## src/rtl/piradip_axis_half_packer.sv

```systemverilog
// Packs alternating half-strobed AXI4-Stream beats into fully-strobed beats.
// Fully-strobed beats pass through a single output register stage.
module piradip_axis_half_packer #(
  parameter int unsigned DATA_WIDTH = 256,
  parameter int unsigned CNT_WIDTH  = 16
) (
  input  logic                    aclk,
  input  logic                    aresetn,
  input  logic [DATA_WIDTH-1:0]   s_axis_tdata,
  input  logic [DATA_WIDTH/8-1:0] s_axis_tstrb,
  input  logic                    s_axis_tvalid,
  output logic                    s_axis_tready,
  output logic [DATA_WIDTH-1:0]   m_axis_tdata,
  output logic [DATA_WIDTH/8-1:0] m_axis_tstrb,
  output logic                    m_axis_tvalid,
  input  logic                    m_axis_tready,
  input  logic                    flush,
  output logic                    pending,
  output logic [CNT_WIDTH-1:0]    flush_count
);

  localparam int unsigned HALF = DATA_WIDTH / 2;
  localparam int unsigned SW   = DATA_WIDTH / 8;
  localparam int unsigned HSW  = SW / 2;

  typedef enum logic {
    ST_EMPTY,
    ST_HALF
  } state_e;

  state_e                  state_q, state_d;
  logic [HALF-1:0]         hold_q, hold_d;
  logic [DATA_WIDTH-1:0]   data_q, data_d;
  logic [SW-1:0]           strb_q, strb_d;
  logic                    valid_q, valid_d;
  logic [CNT_WIDTH-1:0]    cnt_q, cnt_d;

  logic                    lo_v, hi_v;
  logic                    is_full, is_half;
  logic [HALF-1:0]         payload;
  logic                    slot_free;
  logic                    full_in;
  logic                    accept;

  assign lo_v    = &s_axis_tstrb[HSW-1:0];
  assign hi_v    = &s_axis_tstrb[SW-1:HSW];
  assign is_full = lo_v & hi_v;
  assign is_half = lo_v ^ hi_v;
  assign payload = lo_v ? s_axis_tdata[HALF-1:0] : s_axis_tdata[DATA_WIDTH-1:HALF];

  assign slot_free = !valid_q | m_axis_tready;
  assign full_in   = s_axis_tvalid & is_full;

  // A full beat arriving behind a held half is stalled one cycle so the half
  // can be emitted on its own first.
  assign s_axis_tready = slot_free & !((state_q == ST_HALF) & full_in);
  assign accept        = s_axis_tvalid & s_axis_tready;

  always_comb begin
    state_d = state_q;
    hold_d  = hold_q;
    data_d  = data_q;
    strb_d  = strb_q;
    valid_d = valid_q;
    cnt_d   = cnt_q;

    if (slot_free) begin
      valid_d = 1'b0;
      unique case (state_q)
        ST_EMPTY: begin
          if (accept && is_full) begin
            data_d  = s_axis_tdata;
            strb_d  = '1;
            valid_d = 1'b1;
          end else if (accept && is_half) begin
            hold_d  = payload;
            state_d = ST_HALF;
          end
        end
        ST_HALF: begin
          if (accept && is_half) begin
            data_d  = {payload, hold_q};
            strb_d  = '1;
            valid_d = 1'b1;
            state_d = ST_EMPTY;
          end else if (full_in || flush) begin
            data_d  = {{HALF{1'b0}}, hold_q};
            strb_d  = {{HSW{1'b0}}, {HSW{1'b1}}};
            valid_d = 1'b1;
            state_d = ST_EMPTY;
            if (cnt_q != '1) begin
              cnt_d = cnt_q + 1'b1;
            end
          end
        end
        default: state_d = ST_EMPTY;
      endcase
    end
  end

  always_ff @(posedge aclk or negedge aresetn) begin
    if (!aresetn) begin
      state_q <= ST_EMPTY;
      hold_q  <= '0;
      data_q  <= '0;
      strb_q  <= '0;
      valid_q <= 1'b0;
      cnt_q   <= '0;
    end else begin
      state_q <= state_d;
      hold_q  <= hold_d;
      data_q  <= data_d;
      strb_q  <= strb_d;
      valid_q <= valid_d;
      cnt_q   <= cnt_d;
    end
  end

  assign m_axis_tdata  = data_q;
  assign m_axis_tstrb  = strb_q;
  assign m_axis_tvalid = valid_q;
  assign pending       = (state_q == ST_HALF);
  assign flush_count   = cnt_q;

endmodule

```

## config.mk

```make
export PLATFORM = sky130hd
export DESIGN_NAME = piradip_axis_half_packer
export DESIGN_NICKNAME = d
export VERILOG_FILES = /design/src/rtl/piradip_axis_half_packer.sv
export SDC_FILE = /design/constraint.sdc
export NUM_CORES = 1
export LEC_CHECK = 0
export CAP_MARGIN = 10
export CORE_AREA = 2 2 233 235
export DETAILED_ROUTE_END_ITERATION = 7
export DIE_AREA = 0 0 235 237
export HOLD_SLACK_MARGIN = 0.02
export PLACE_DENSITY = 0.74
export SLEW_MARGIN = 0
export SYNTH_ARGS = -nofsm -noshare
export SYNTH_HDL_FRONTEND = slang
export SYNTH_SLANG_ARGS = --single-unit
```

## constraint.sdc

```tcl
create_clock -name aclk -period 3.28 [get_ports aclk]
set_input_delay 0.656 -clock aclk [delete_from_list [all_inputs] [get_ports aclk]]
set_output_delay 0.656 -clock aclk [all_outputs]
set_load 0.01 [all_outputs]
```

# ---- Yosys cells after proc, flatten, opt, wreduce, memory -nomap -nowiden
# Index checks and enable logic that the tools add are counted.
# W data, S select, Z words.
dict set report classes {
  addsub 1
  n_eq_ne 3
  n_mux 18
  bitwise 10
  reduce_logical 10
}
# op count
set op_table {}
lappend op_table {{$mux W256} 3}
lappend op_table {{$pmux W256 S2} 1}
lappend op_table {{$mux W128} 1}
lappend op_table {{$mux W32} 3}
lappend op_table {{$pmux W32 S2} 1}
lappend op_table {{$reduce_and A16 Y1} 2}
lappend op_table {{$add A16 B1 Y16 const B} 1}
lappend op_table {{$ne A16 B16 Y1 const B} 1}
lappend op_table {{$mux W1} 7}
lappend op_table {{$and A1 B1 Y1} 5}
lappend op_table {{$reduce_and A5 Y1} 1}
lappend op_table {{$pmux W1 S2} 2}
lappend op_table {{$reduce_and A4 Y1} 1}
lappend op_table {{$ne A3 B1 Y1 const B} 1}
lappend op_table {{$not A1 Y1} 3}
lappend op_table {{$reduce_and A3 Y1} 1}
lappend op_table {{$logic_and A1 B1 Y1} 2}
lappend op_table {{$logic_not A1 Y1} 2}
lappend op_table {{$ne A2 B2 Y1 const B} 1}
lappend op_table {{$logic_or A1 B1 Y1} 1}
lappend op_table {{$or A1 B1 Y1} 1}
lappend op_table {{$xor A1 B1 Y1} 1}
dict set report word_totals {
  regBits 434
  inputBits 293
  wordCells 48
}

# ---- Logic depth before layout (Yosys ltp)
# Gate-level depths: netlist of the first run.
dict set report depth {
  depth_word 11
  ltp_mapped 14
}

# ---- Least setup slack after synthesis of the first run
# No wires, ideal clock.
dict set report synth_timing {
  path_type {input to register}
  start {input port s_axis_tstrb[14]}
  end {register data_q[185] (netlist: m_axis_tdata[185])}
  arrival_time_ps 2906
  required_ps 3198
  setup_slack_ps 291
  path_stages 14
  n_path_buf 6
  path_cell_list {nand4_1 nor4_4 buf_6 buf_6 ha_1 a21o_1 a21oi_2 or2_1 buf_6 buf_6 buf_6 buf_6 a21oi_2 o22ai_1}
}
dict set report synth_between {
  elab_chain_len 10
  elab_cells_between_ends 17
  cone_classes {eq/ne (2); mux (3); bitwise (6); reduce/logical (6)}
}
# item line
set synth_rtl {}
lappend synth_rtl {{start, declared} 10} ;# input logic [DATA_WIDTH/8-1:0] s_axis_tstrb,
lappend synth_rtl {{$reduce_and A16 Y1 (*)} 45} ;# assign lo_v = &s_axis_tstrb[HSW-1:0];
lappend synth_rtl {{$and A1 B1 Y1} 47} ;# assign is_full = lo_v & hi_v;
lappend synth_rtl {{$and A1 B1 Y1} 52} ;# assign full_in = s_axis_tvalid & is_full;
lappend synth_rtl {{$and A1 B1 Y1} 56} ;# assign s_axis_tready = slot_free & !((state_q == ST_HALF) & full_in);
lappend synth_rtl {{$logic_not A1 Y1} 56}
lappend synth_rtl {{$and A1 B1 Y1} 56}
lappend synth_rtl {{$and A1 B1 Y1} 57} ;# assign accept = s_axis_tvalid & s_axis_tready;
lappend synth_rtl {{$logic_and A1 B1 Y1 (on tied branches)} {81, 71}}
lappend synth_rtl {{$ne A3 B1 Y1 (no line), or another cell as far along} n/a}
lappend synth_rtl {{$reduce_and A3 Y1 (no line) or $pmux W256 S2 (tied branches)} n/a}
lappend synth_rtl {{end signal, assigned} 112} ;# data_q <= data_d;
lappend synth_rtl {{end, declared} 33} ;# logic [DATA_WIDTH-1:0] data_q, data_d;
# Mark *: on every way between the ends. The rest lies on a longest branch, timed or not.
# A chain may end at the register's enable or synchronous reset.

# ---- Final worst setup path of the first run
dict set report layout_timing {
  start {input port s_axis_tstrb[5]}
  end {output port s_axis_tready}
}
dict set report layout_between {
  elab_chain_len 6
}
# item line
set layout_rtl {}
lappend layout_rtl {{$reduce_and A16 Y1} 45}
lappend layout_rtl {{$and A1 B1 Y1} 47}
lappend layout_rtl {{$and A1 B1 Y1} 52}
lappend layout_rtl {{$and A1 B1 Y1} 56}
lappend layout_rtl {{$logic_not A1 Y1} 56}
lappend layout_rtl {{$and A1 B1 Y1} 56}
lappend layout_rtl {{end, declared} 12} ;# output logic s_axis_tready,
# No other way between the ends.

==> metrics.md, run 1 <==
| Metric | Value |
|---|---|
| # IOs | `600` |
| Design Area, Final | `27,200 µm²` |
| Yosys cell types | `39` |
| Max-slew violations | `0` |
| Hold crit path type | `flop to flop` |
| Fillers | `approximately 4,600` |
| Num CTS Buffers | `46` |
| Worst reg2reg path depth | `3` |
| Total routed wirelength | `approximately 64,000 µm` |
| Tmin final | `approximately 3.2 ns` |
| Leading area contributor after synthesis | `dfrtp_1` |
| Synth top cells by count | `404 x dfrtp_1, 267 x nand2_1, 256 x mux2i_1, 256 x o21ai_1, 135 x nor2_1` |
| Crit end category | `primary output` |
| Final Total Pwr | `about 0.011 W` |
| Remaining DRCs | `0` |
| Row cnt | `85` |
| Min-Delay Endpoint | `m_axis_tdata[30]` |
| Final worst slack | `0.0668 ns` |
| Post-Synthesis Cells | `between 1,500 and 2,000` |
| Sequential element share of the synthesized area | `0.541` |
| EDFF count, synth | `0` |
| Most numerous cell in the Yosys netlist | `dfrtp_1` |
| Critical Path RT | `2.62 ns` |
| CTS tree | `yes` |
| Maxcap violations | `0` |
| Initial DRC count | `1,126` |
| Post-Place Cells | `3,019` |
| First-pass GRT wire length | `~100,000 µm` |
| DIE AREA | `between 50,000 and 60,000 µm²` |
| ANT nets after route | `0` |
| Worst setup SP type | `primary input` |
| Headroom to the max-slew limit | `0.473` |
| Worst skew pair latency | `between 0.5 and 0.6 ns` |
| Placed Area | `25,700 µm²` |
| Hold Path Depth | `2` |
| Post-DP HPWL | `approximately 45,000 µm` |
| Number of global-route vias before repair | `~17,000` |
| CP max stage delay | `about 0.47 ns` |
| Synth Flop Type | `dfrtp_1` |
| Chip width | `roughly 240 µm` |
| Share of the synthesized area in the top cell type | `0.541` |
| Largest delay share family, worst path | `buffers and inverters` |
| Tcrit/Tclk final | `0.980` |
| Clk root buf | `clkbuf_16` |
| Pre-Repair DR Iteration Count | `5` |
| Critical path type | `primary input to primary output` |
| Synthesized area per cell | `10.3 µm²` |
| #FFs+latches synth | `just over 400` |
| IO Port Bufs | `599` |
| Hold path start | `m_axis_tdata[30]` |
| CP Cell Sequence | `clkdlybuf4s50_1, nand4_1, nor4_4, buf_4, ha_1, and2_4, a21oi_1, buf_2` |
| P_leak | `11.0 nW` |
| Area Overhead vs Synth | `45.7%` |
| DIE HEIGHT | `~240 µm` |
| Post-CTS Setup Inserts | `0` |
| Peak Freq | `around 0.31 GHz` |
| Asr flop ratio synth | `1.00` |
| Synth top area cells | `dfrtp_1 54%, mux2i_1 14%, o21ai_1 6.9%, nand2_1 5.4%, o22ai_1 4.3%` |
| Setup-failing EPs final | `0` |
| Clk_skew | `around 0.021 ns` |
| Slew @ Worst Pin | `a little under 0.8 ns` |
| Run status | `finished clean` |
| Reg clk slew, reported paths | `0.06 ns` |
| Total global routing track utilization | `0.225` |
| Htree depth | `2` |
| RR Startpoint | `pending` |
| Layout cells sized above 1 | `0.0985` |
| Synth Net Count | `2,108` |
| R2r setup slk | `1.05 ns` |
| Setup WS pre-CTS | `-0.325 ns` |
| Pin count of the biggest net entering global routing | `about 110` |
| Ys Warns | `0` |
| Via Count | `~16,000` |
| Max VDD drop | `0.308 mV` |
| Initial Utilization | `0.351` |
| PD cells | `405 nW/µm²` |
| Fin cells | `3,103` |
| Routability cong. | `roughly 0.86` |
| Area of the core | `53,300 µm²` |
| Clock Sinks | `between 400 and 500` |
| Endpoints failing hold | `0` |
| Via density | `5.24` |
| Buf/Inv on CP | `3` |
| Max Root-Sink Buffers | `3` |
| Core Util, Final | `0.511` |
| Slowest cell on crit path | `clkdlybuf4s50_1` |
| CP arrival | `around 2.6 ns` |
| Post-Synthesis Cell Area | `about 19,000 µm²` |
| Antenna violations before repair | `3` |
| CP max FO | `3` |
| RR Endpoint | `m_axis_tdata[100]` |
| RSZ-0062 raised after global routing | `no` |
| Layout Nets | `~2,700` |
| Total grt overflow | `0` |
| Wire per inst | `a little over 20 µm` |
## power by group
| part | internal [W] | switching [W] | leakage (nW) |
|---|---|---|---|
| Sequential | 0.00499 | 0.00000591 | 5.64 |
| Clock | 0.00323 | 0.00208 | 0.775 |
| Combinational | 0.000398 | 0.000332 | 4.57 |
## routing by layer
layer	vias to the layer above	wire, µm	share of wire	GRT usage
met3	127	4930	0.077	0.0659
met2	657	31400	0.49	0.378
met5	-	13	0.00020	0
met4	2	1890	0.030	0.0736
met1	8028	25600	0.40	0.276
li1	7446	-	-	-
## layout by cell type, fill, tap and decap left out, types with 12 or more instances in the layout
cell type,n
clkbuf_16,49
clkdlybuf4s50_1,597
dfrtp_1,403
buf_12,38
nand4_1,14
a21oi_1,66
nor2_1,134
mux2i_1,256
nand2_1,265
xnor2_1,12
a21oi_2,65
buf_4,46
o22ai_1,128
o21ai_1,256
## cells by family (layout without fill, tap and decap cells)
kind of cell | count (synthesis) | after routing | share of synthesized area
xor+xnor | 15 | 15 | 0.00703
simple gates | 439 | 439 | 0.0944
other cells | 0 | 2 | 0
compound gates | 522 | 522 | 0.163
mux | 257 | 257 | 0.138
fa+ha+maj | 2 | 2 | 0.00134
flops | 404 | 404 | 0.541
buf+inv | 174 | 766 | 0.0559
## how the worst max path moves through the flow
stage | slack [ns] | end | start | cells after the start
floorplan | 0.29 | m_axis_tdata[185] | s_axis_tstrb[14] | 14
CTS | 0.08 | s_axis_tready | s_axis_tstrb[5] | 8
finish | 0.07 | s_axis_tready | s_axis_tstrb[5] | 8
global placement | -0.32 | flush_count[12] | s_axis_tstrb[8] | 10
detailed placement | -0.32 | flush_count[12] | s_axis_tstrb[8] | 10
global route | 0.009 | s_axis_tready | s_axis_tstrb[4] | 8
## cell type report
type	count	area, µm²	share of cell area
antenna	2	5.00	0.000184
clock buffer	67	1380	0.0508
clock inverter	14	174	0.00639
inverter	1	8.76	0.000322
multi-input combinational	1235	7560	0.278
sequential	404	10100	0.371
tap	696	871	0.0320
timing repair buffer	684	7110	0.261
## what timing repair did
action                                  4_1_cts  5_1_grt
endpoints found under the setup margin        1        1
pin swaps                                     1        0
hold buffers                                  1        0
gates resized for setup                       4        1
hold endpoints to repair                      1        0
## registers in the layout, indices dropped and copies added, names as in the netlist
signal	flops
flush_count	16
pending	1
m_axis_tstrb	2
m_axis_tvalid	1
m_axis_tdata	256
hold_q	128
## tightest hold or removal path, delay by kind of cell (launching register included)
kind             cells  cell delay [ns]
AO/OA/AOI/OAI        1             0.06
flip-flops           1             0.34
AND/OR/NAND/NOR      1             0.05
## per-stage QoR
step,hold WS (ns),setup TNS (ns)
final,0.483,0
after global routing,0.505,0
after CTS,0.487,0
after detailed placement,0.473,-60.99
after global placement,0.466,-49.64
after floorplan,0.360,0
No activity file was read; power rests on OpenSTA's default activity.
==> run 2, diff against run 1 <==
- CORE_AREA: 2 2 233 235 -> 2 2 236 238
- DIE_AREA: 0 0 235 237 -> 0 0 238 240
- PLACE_DENSITY: 0.74 -> unset
- PLACE_DENSITY_LB_ADDON: unset -> 0.3
- SLEW_MARGIN: 0 -> 40
==> run 2 against run 1 <==
- fmax shrank 0.95%
- non-clock buffer count grew 20
- first-iteration DRC count shrank 34%
- sequential power is essentially flat
- clock skew shrank 0.0099 ns
- critical path depth is the same
- die area grew 2.6%
- worst hold slack lost 0.40 ns
- total power shrank 2.4%
- sequential share of layout area is essentially flat
- count of clock-buffer cells in the layout shrank 3
==> metrics.md, run 2 (synthesis gave the netlist of run 1 again) <==
| Metric | Value |
|---|---|
| Via Count | `15,900 (-2.3%)` |
| Final Total Pwr | `0.0108 W (-2.4%)` |
| CP max FO | `3 (unchanged)` |
| ANT nets after route | `0 (unchanged)` |
| Pre-Repair DR Iteration Count | `5 (unchanged)` |
| CP arrival | `2.59 ns (+0.03 ns)` |
| DIE AREA | `57,100 µm² (+2.6%)` |
| Via density | `5.07 (-3.3%)` |
| P_leak | `11.0 nW (+0.16%)` |
| Chip width | `238 µm (+1.3%)` |
| Cts-stage hold buffer count | `0 (-1)` |
| Peak Freq | `0.308 GHz (-0.95%)` |
| Antenna violations before repair | `8 (+5)` |
| Remaining DRCs | `0 (unchanged)` |
| Num CTS Buffers | `45 (-2.2%)` |
| # IOs | `600 (unchanged)` |
| Total grt overflow | `0 (unchanged)` |
| Endpoints failing hold | `0 (unchanged)` |
| Critical path type | `primary input to primary output` |
| Wire per inst | `20.4 µm (-0.89%)` |
| Stages on worst setup path | `8 (unchanged)` |
| Initial Utilization | `0.342 (-0.00886)` |
| Post-CTS sizing | `5 (+1)` |
| Setup tns final | `0 ns (unchanged)` |
| CP max stage delay | `0.57 ns (+0.10 ns)` |
| Post-CTS Setup Inserts | `0 (unchanged)` |
| Most frequent cells in the layout | `597 x clkdlybuf4s50_1, 403 x dfrtp_1, 265 x nand2_1, 256 x o21ai_1, 256 x mux2i_1` |
| Routability cong. | `0.825 (-3.9%)` |
| RSZ-0062 raised after global routing | `no` |
| Commonest non-fill, non-tap cell in the layout | `clkdlybuf4s50_1` |
| Clk_skew | `0.0111 ns (-0.00992 ns)` |
| Headroom to the max-slew limit | `0.510 (+0.0368)` |
| Area of the core | `54,700 µm² (+2.6%)` |
| Htree depth | `2 (unchanged)` |
| Max VDD drop | `0.314 mV (+1.9%)` |
| Layout Nets | `2,686 (+0.71%)` |
| Post-DP HPWL | `46,000 µm (+1.8%)` |
| Worst reg2reg path depth | `3 (unchanged)` |
| Slew @ Worst Pin | `0.736 ns (-0.0552 ns)` |
| Fillers | `4,962 (+7.4%)` |
| First-pass GRT wire length | `96,300 µm (-3.6%)` |
| Row cnt | `86 (+1.2%)` |
| Worst setup SP type | `primary input` |
| Number of global-route vias before repair | `16,300 (-4.6%)` |
| Tcrit/Tclk final | `0.989 (+0.00943)` |
| PD cells | `395 nW/µm² (-2.5%)` |
| Reg clk slew, reported paths | `0.06 ns (about the same)` |
| Hold crit path type | `primary input to async pin` |
| Slowest cell on crit path | `nor4_2` |
| Worst skew pair latency | `0.57 ns (about the same)` |
| Area Overhead vs Synth | `45.8% (about the same)` |
| CTS tree | `yes` |
| Buf/Inv on CP | `3 (unchanged)` |
| CP Cell Sequence | `clkdlybuf4s50_1, nand4_1, nor4_2, buf_4, ha_1, and2_4, a21oi_1, buf_2` |
| Hold slack | `0.0875 ns (-0.396 ns)` |
| IO Port Bufs | `599 (unchanged)` |
| Total routed wirelength | `64,000 µm (+0.16%)` |
| Total global routing track utilization | `0.217 (-0.00727)` |
| Max Root-Sink Buffers | `3 (unchanged)` |
| Fin cells | `3,136 (+1.1%)` |
| Max reg flops | `256 (unchanged)` |
| Critical Path RT | `2.62 ns (about the same)` |
| Pin count of the biggest net entering global routing | `76 (-28%)` |
| Post-Place Cells | `3,048 (+0.96%)` |
| Setup-failing EPs final | `0 (unchanged)` |
| Clock Sinks | `404 (unchanged)` |
| Layout cells sized above 1 | `0.107 (+0.00830)` |
| Max-slew violations | `0 (unchanged)` |
| DIE HEIGHT | `240 µm (+1.3%)` |
| Clk root buf | `clkbuf_16` |
| Initial DRC count | `744 (-34%)` |
| Crit end category | `primary output` |
| Maxcap violations | `0 (unchanged)` |
| Run status | `finished clean` |
| Largest delay share family, worst path | `buffers and inverters` |
| Tmin final | `3.24 ns (+0.0309 ns)` |
## run 2: per-stage QoR
step	cell area (µm²)	util	setup WS, ns
2_1_floorplan	18700	-	0.291
3_3_place_gp	25700	0.471	-0.474
3_5_place_dp	25700	0.471	-0.588
4_1_cts	27200	0.498	0.0905
5_1_grt	27200	0.498	0.00510
6_report	27200	0.498	0.0358
## run 2: path summary, 6_finish.rpt
kind	startpoint	end	slack [ns]
worst max-delay path	s_axis_tstrb[30]	s_axis_tready	0.04
worst min-delay path	aresetn	m_axis_tdata[101]	0.09
worst max register to register	pending	m_axis_tdata[123]	1.18
worst min register to register	m_axis_tdata[79]	m_axis_tdata[79]	0.48
max in group asynchronous	aresetn	m_axis_tdata[193]	2.25
min in group aclk	m_axis_tdata[79]	m_axis_tdata[79]	0.48
## run 2: per-layer routing
layer / wire length, µm / global-route usage / up-vias
met2: 31600 / 0.375 / 517
met3: 4360 / 0.0536 / 89
met1: 26200 / 0.267 / 7770
li1: - / - / 7513
met5: 0 / 0 / -
met4: 1780 / 0.0720 / 0
## run 2: power breakdown
| part | internal, W | switching, W | total, W |
|---|---|---|---|
| combinational | 0.000396 | 0.000318 | 0.000714 |
| clock | 0.00299 | 0.00207 | 0.00506 |
| sequential | 0.00499 | 0.00000605 | 0.00500 |
## run 2: cell type report
| class | instances | area (µm²) | area share |
|---|---|---|---|
| clock inverters | 16 | 136 | 0.00501 |
| well taps | 704 | 881 | 0.0323 |
| multi-input cells | 1235 | 7560 | 0.278 |
| diodes | 8 | 20.0 | 0.000735 |
| repair buffers | 704 | 7180 | 0.263 |
| inverters | 1 | 8.76 | 0.000322 |
| clock buffers | 64 | 1340 | 0.0492 |
| flip-flops and latches | 404 | 10100 | 0.371 |
==> run 3, diff against run 2 <==
- ABC_AREA: unset -> 1
- CORE_AREA: 2 2 236 238 -> unset
- CORE_MARGIN: unset -> 2
- CORE_UTILIZATION: unset -> 39
- CTS_CLUSTER_DIAMETER: unset -> 100
- DIE_AREA: 0 0 238 240 -> unset
- SLEW_MARGIN: 40 -> 20
==> run 3 against run 2 <==
- register-to-register slack worse by 0.03 ns
- sequential power hardly changed
- combinational power is 17% higher
- first-iteration DRC count up 97%
- area after synthesis rose by 14%
==> metrics.md, run 3 <==
| Metric | Value |
|---|---|
| Run status | `finished clean` |
| First-pass GRT wire length | `115,000 µm (+20%)` |
| Slew @ Worst Pin | `0.755 ns (+0.0195 ns)` |
| Post-Synthesis Cell Area | `21,200 µm² (+14%)` |
| EDFF count, synth | `0 (unchanged)` |
| Worst skew pair latency | `0.58 ns (about the same)` |
| Max reg flops | `256 (unchanged)` |
| RSZ-0062 raised after global routing | `no` |
| Row cnt | `85 (-1.2%)` |
| Tcrit/Tclk final | `0.966 (-0.0226)` |
| Part of the power in combinational logic | `0.074 (+0.008)` |
| Initial DRC count | `1,468 (+97%)` |
| Pre-Repair DR Iteration Count | `5 (unchanged)` |
| Pin count of the biggest net entering global routing | `163 (+110%)` |
| Max VDD drop | `0.297 mV (-5.3%)` |
| PD cells | `377 nW/µm² (-4.7%)` |
| Tmin final | `3.17 ns (-0.0741 ns)` |
| CTS tree | `yes` |
| Clock Sinks | `404 (unchanged)` |
| Via density | `4.94 (-2.6%)` |
| Leading area contributor after synthesis | `dfrtp_1` |
| Fin cells | `4,214 (+34%)` |
| Most numerous cell in the Yosys netlist | `nand2_1` |
| Synth Net Count | `3,254 (+54%)` |
| Via Count | `20,800 (+31%)` |
| DIE HEIGHT | `237 µm (-1.1%)` |
| Layout cells sized above 1 | `0.0504 (-0.0564)` |
| Synth top area cells | `dfrtp_1 48%, nand2_1 28%, o21ai_0 6.0%, o21bai_1 4.5%, nand3_1 3.2%` |
| Peak Freq | `0.315 GHz (+2.3%)` |
| Initial Utilization | `0.394 (+0.0524)` |
| FF+latch area | `10,100 µm² (unchanged)` |
| Max-slew violations | `0 (unchanged)` |
| Headroom to the max-slew limit | `0.497 (-0.0130)` |
| CP max FO | `2 (-1)` |
| Critical path type | `primary input to primary output` |
| # IOs | `600 (unchanged)` |
| Total grt overflow | `0 (unchanged)` |
| Critical Path RT | `2.62 ns (about the same)` |
| Setup-failing EPs final | `0 (unchanged)` |
| Asr flop ratio synth | `1.00 (unchanged)` |
| Total routed wirelength | `73,500 µm (+15%)` |
| #FFs+latches synth | `404 (unchanged)` |
| Total global routing track utilization | `0.260 (+0.0424)` |
| Switching pwr | `0.00254 W (+6.1%)` |
| Endpoints failing hold | `0 (unchanged)` |
| Yosys cell types | `30 (-23%)` |
| CP arrival | `2.51 ns (-0.08 ns)` |
| Reg clk slew, reported paths | `0.06 ns (about the same)` |
| Layout Nets | `3,771 (+40%)` |
| Commonest non-fill, non-tap cell in the layout | `nand2_1` |
| Clock group share of total power | `0.479 (+0.009)` |
| Hold crit path type | `primary input to async pin` |
| Number of global-route vias before repair | `20,000 (+23%)` |
| Synth top cells by count | `1,599 x nand2_1, 404 x dfrtp_1, 255 x o21ai_0` |
| Chip width | `237 µm (-0.32%)` |
| Post-DP HPWL | `51,000 µm (+11%)` |
| DIE AREA | `56,300 µm² (-1.5%)` |
| ANT nets after route | `0 (unchanged)` |
| Sequential element share of the synthesized area | `0.476 (-0.0645)` |
| IO Port Bufs | `599 (unchanged)` |
| Antenna violations before repair | `10 (+2)` |
| Share of the synthesized area in the top cell type | `0.476 (-0.0645)` |
| Post-Place Cells | `4,122 (+35%)` |
| Synth Flop Type | `dfrtp_1` |
| Area of the core | `53,800 µm² (-1.6%)` |
| P_leak | `14.2 nW (+29%)` |
| Post-Synthesis Cells | `2,959 (+63%)` |
| Clk_skew | `0.0232 ns (+0.0121 ns)` |
| Clk root buf | `clkbuf_16` |
| Routability cong. | `0.875 (+6.0%)` |
| Ys Warns | `0 (unchanged)` |
| Core Util, Final | `0.551 (+0.0531)` |
| Htree depth | `2 (unchanged)` |
| Worst setup SP type | `primary input` |
| Remaining DRCs | `0 (unchanged)` |
| Post-CTS Setup Inserts | `0 (unchanged)` |
| Multi-input logic area | `9450 µm² (+25%)` |
| Fillers | `5,047 (+1.7%)` |
| Sw frac | `0.227 (+0.00480)` |
| Cts-stage hold buffer count | `0 (unchanged)` |
| Most frequent cells in the layout | `1,597 x nand2_1, 594 x clkdlybuf4s50_1, 403 x dfrtp_1, 255 x o21ai_0, 144 x inv_1` |
| Hold slack | `0.0496 ns (-0.0379 ns)` |
| Wire per inst | `17.4 µm (-15%)` |
| Sequential Power Share | `0.447 (-0.017)` |
| Area Overhead vs Synth | `39.9%` |
| Pint | `0.00865 W (+3.2%)` |
| Num CTS Buffers | `48 (+6.7%)` |
| Crit end category | `primary output` |
| Maxcap violations | `0 (unchanged)` |
| Synthesized area per cell | `7.17 µm² (-30%)` |
| Max Root-Sink Buffers | `3 (unchanged)` |
-- run 3: per-stage QoR --
step / total power [W] / setup TNS [ns] / cell area (µm²) / setup WS, ns
2_1_floorplan: 0.00535 / 0 / 21200 / 1.01
3_3_place_gp: 0.00592 / -9.21 / 28100 / -0.193
3_5_place_dp: 0.00593 / -24.10 / 28100 / -0.222
4_1_cts: 0.0113 / 0 / 29700 / 0.0300
5_1_grt: 0.0116 / 0 / 29700 / 0.0234
6_report: 0.0112 / 0 / 29700 / 0.110
-- run 3: cell type report --
cell class / instances / area share
clock inverter: 8 / 0.00312
timing repair buffer: 682 / 0.239
clock buffer: 76 / 0.0495
inverter: 149 / 0.0192
sequential: 404 / 0.341
multi-input combinational: 2191 / 0.318
tap: 696 / 0.0293
antenna: 8 / 0.000675
-- run 3: logic make-up (layout without fill, tap and decap cells) --
group	Yosys count	count (layout)	share of synthesized area
AND/OR/NAND/NOR	1782	1782	0.328
other	0	8	0
XOR/XNOR	12	12	0.00495
buffers and inverters	364	915	0.0807
adder cells (fa/ha/maj)	2	2	0.00118
AO/OA/AOI/OAI	395	395	0.108
flip-flops	404	404	0.476
-- run 3: power by group through the flow --
stage	combinational [W]	sequential (W)	clock [W]
2_1_floorplan	0.000258	0.00509	0
4_1_cts	0.000844	0.00500	0.00545
3_3_place_gp	0.000835	0.00509	0
6_report	0.000833	0.00500	0.00536
5_1_grt	0.000929	0.00499	0.00567
3_5_place_dp	0.000839	0.00509	0
-- run 3: worst paths after layout --
path	startpoint	endpoint	slack, ns	cells after the start
max	s_axis_tstrb[14]	s_axis_tready	0.11	10
min	aresetn	m_axis_tdata[140]	0.05	1
max reg2reg	pending	m_axis_tdata[231]	1.15	6
min reg2reg	m_axis_tdata[189]	m_axis_tdata[189]	0.47	2
max in group asynchronous	aresetn	m_axis_tdata[223]	2.40	2
min in group aclk	m_axis_tdata[189]	m_axis_tdata[189]	0.47	2
-- run 3: per-layer routing --
metal	routed length (µm)	GRT usage	vias up
li1	-	-	10300
met3	6030	0.0599	109
met5	35	0	-
met4	1750	0.0762	6
met1	31100	0.346	9687
met2	34500	0.423	747
-- run 3: critical path, cell delays in order --
cell	delay (ns)
clkdlybuf4s50_1	0.53
nand4_1	0.17
nor4_2	0.31
ha_2	0.21
nand2_1	0.08
inv_2	0.07
nand2_2	0.06
nand2_1	0.10
inv_1	0.04
dlygate4sd2_1	0.28
-- run 3: repair_timing --
item	4_1_cts	5_1_grt
pin swaps	3	1
resized for setup	7	0
setup endpoints to repair	1	1
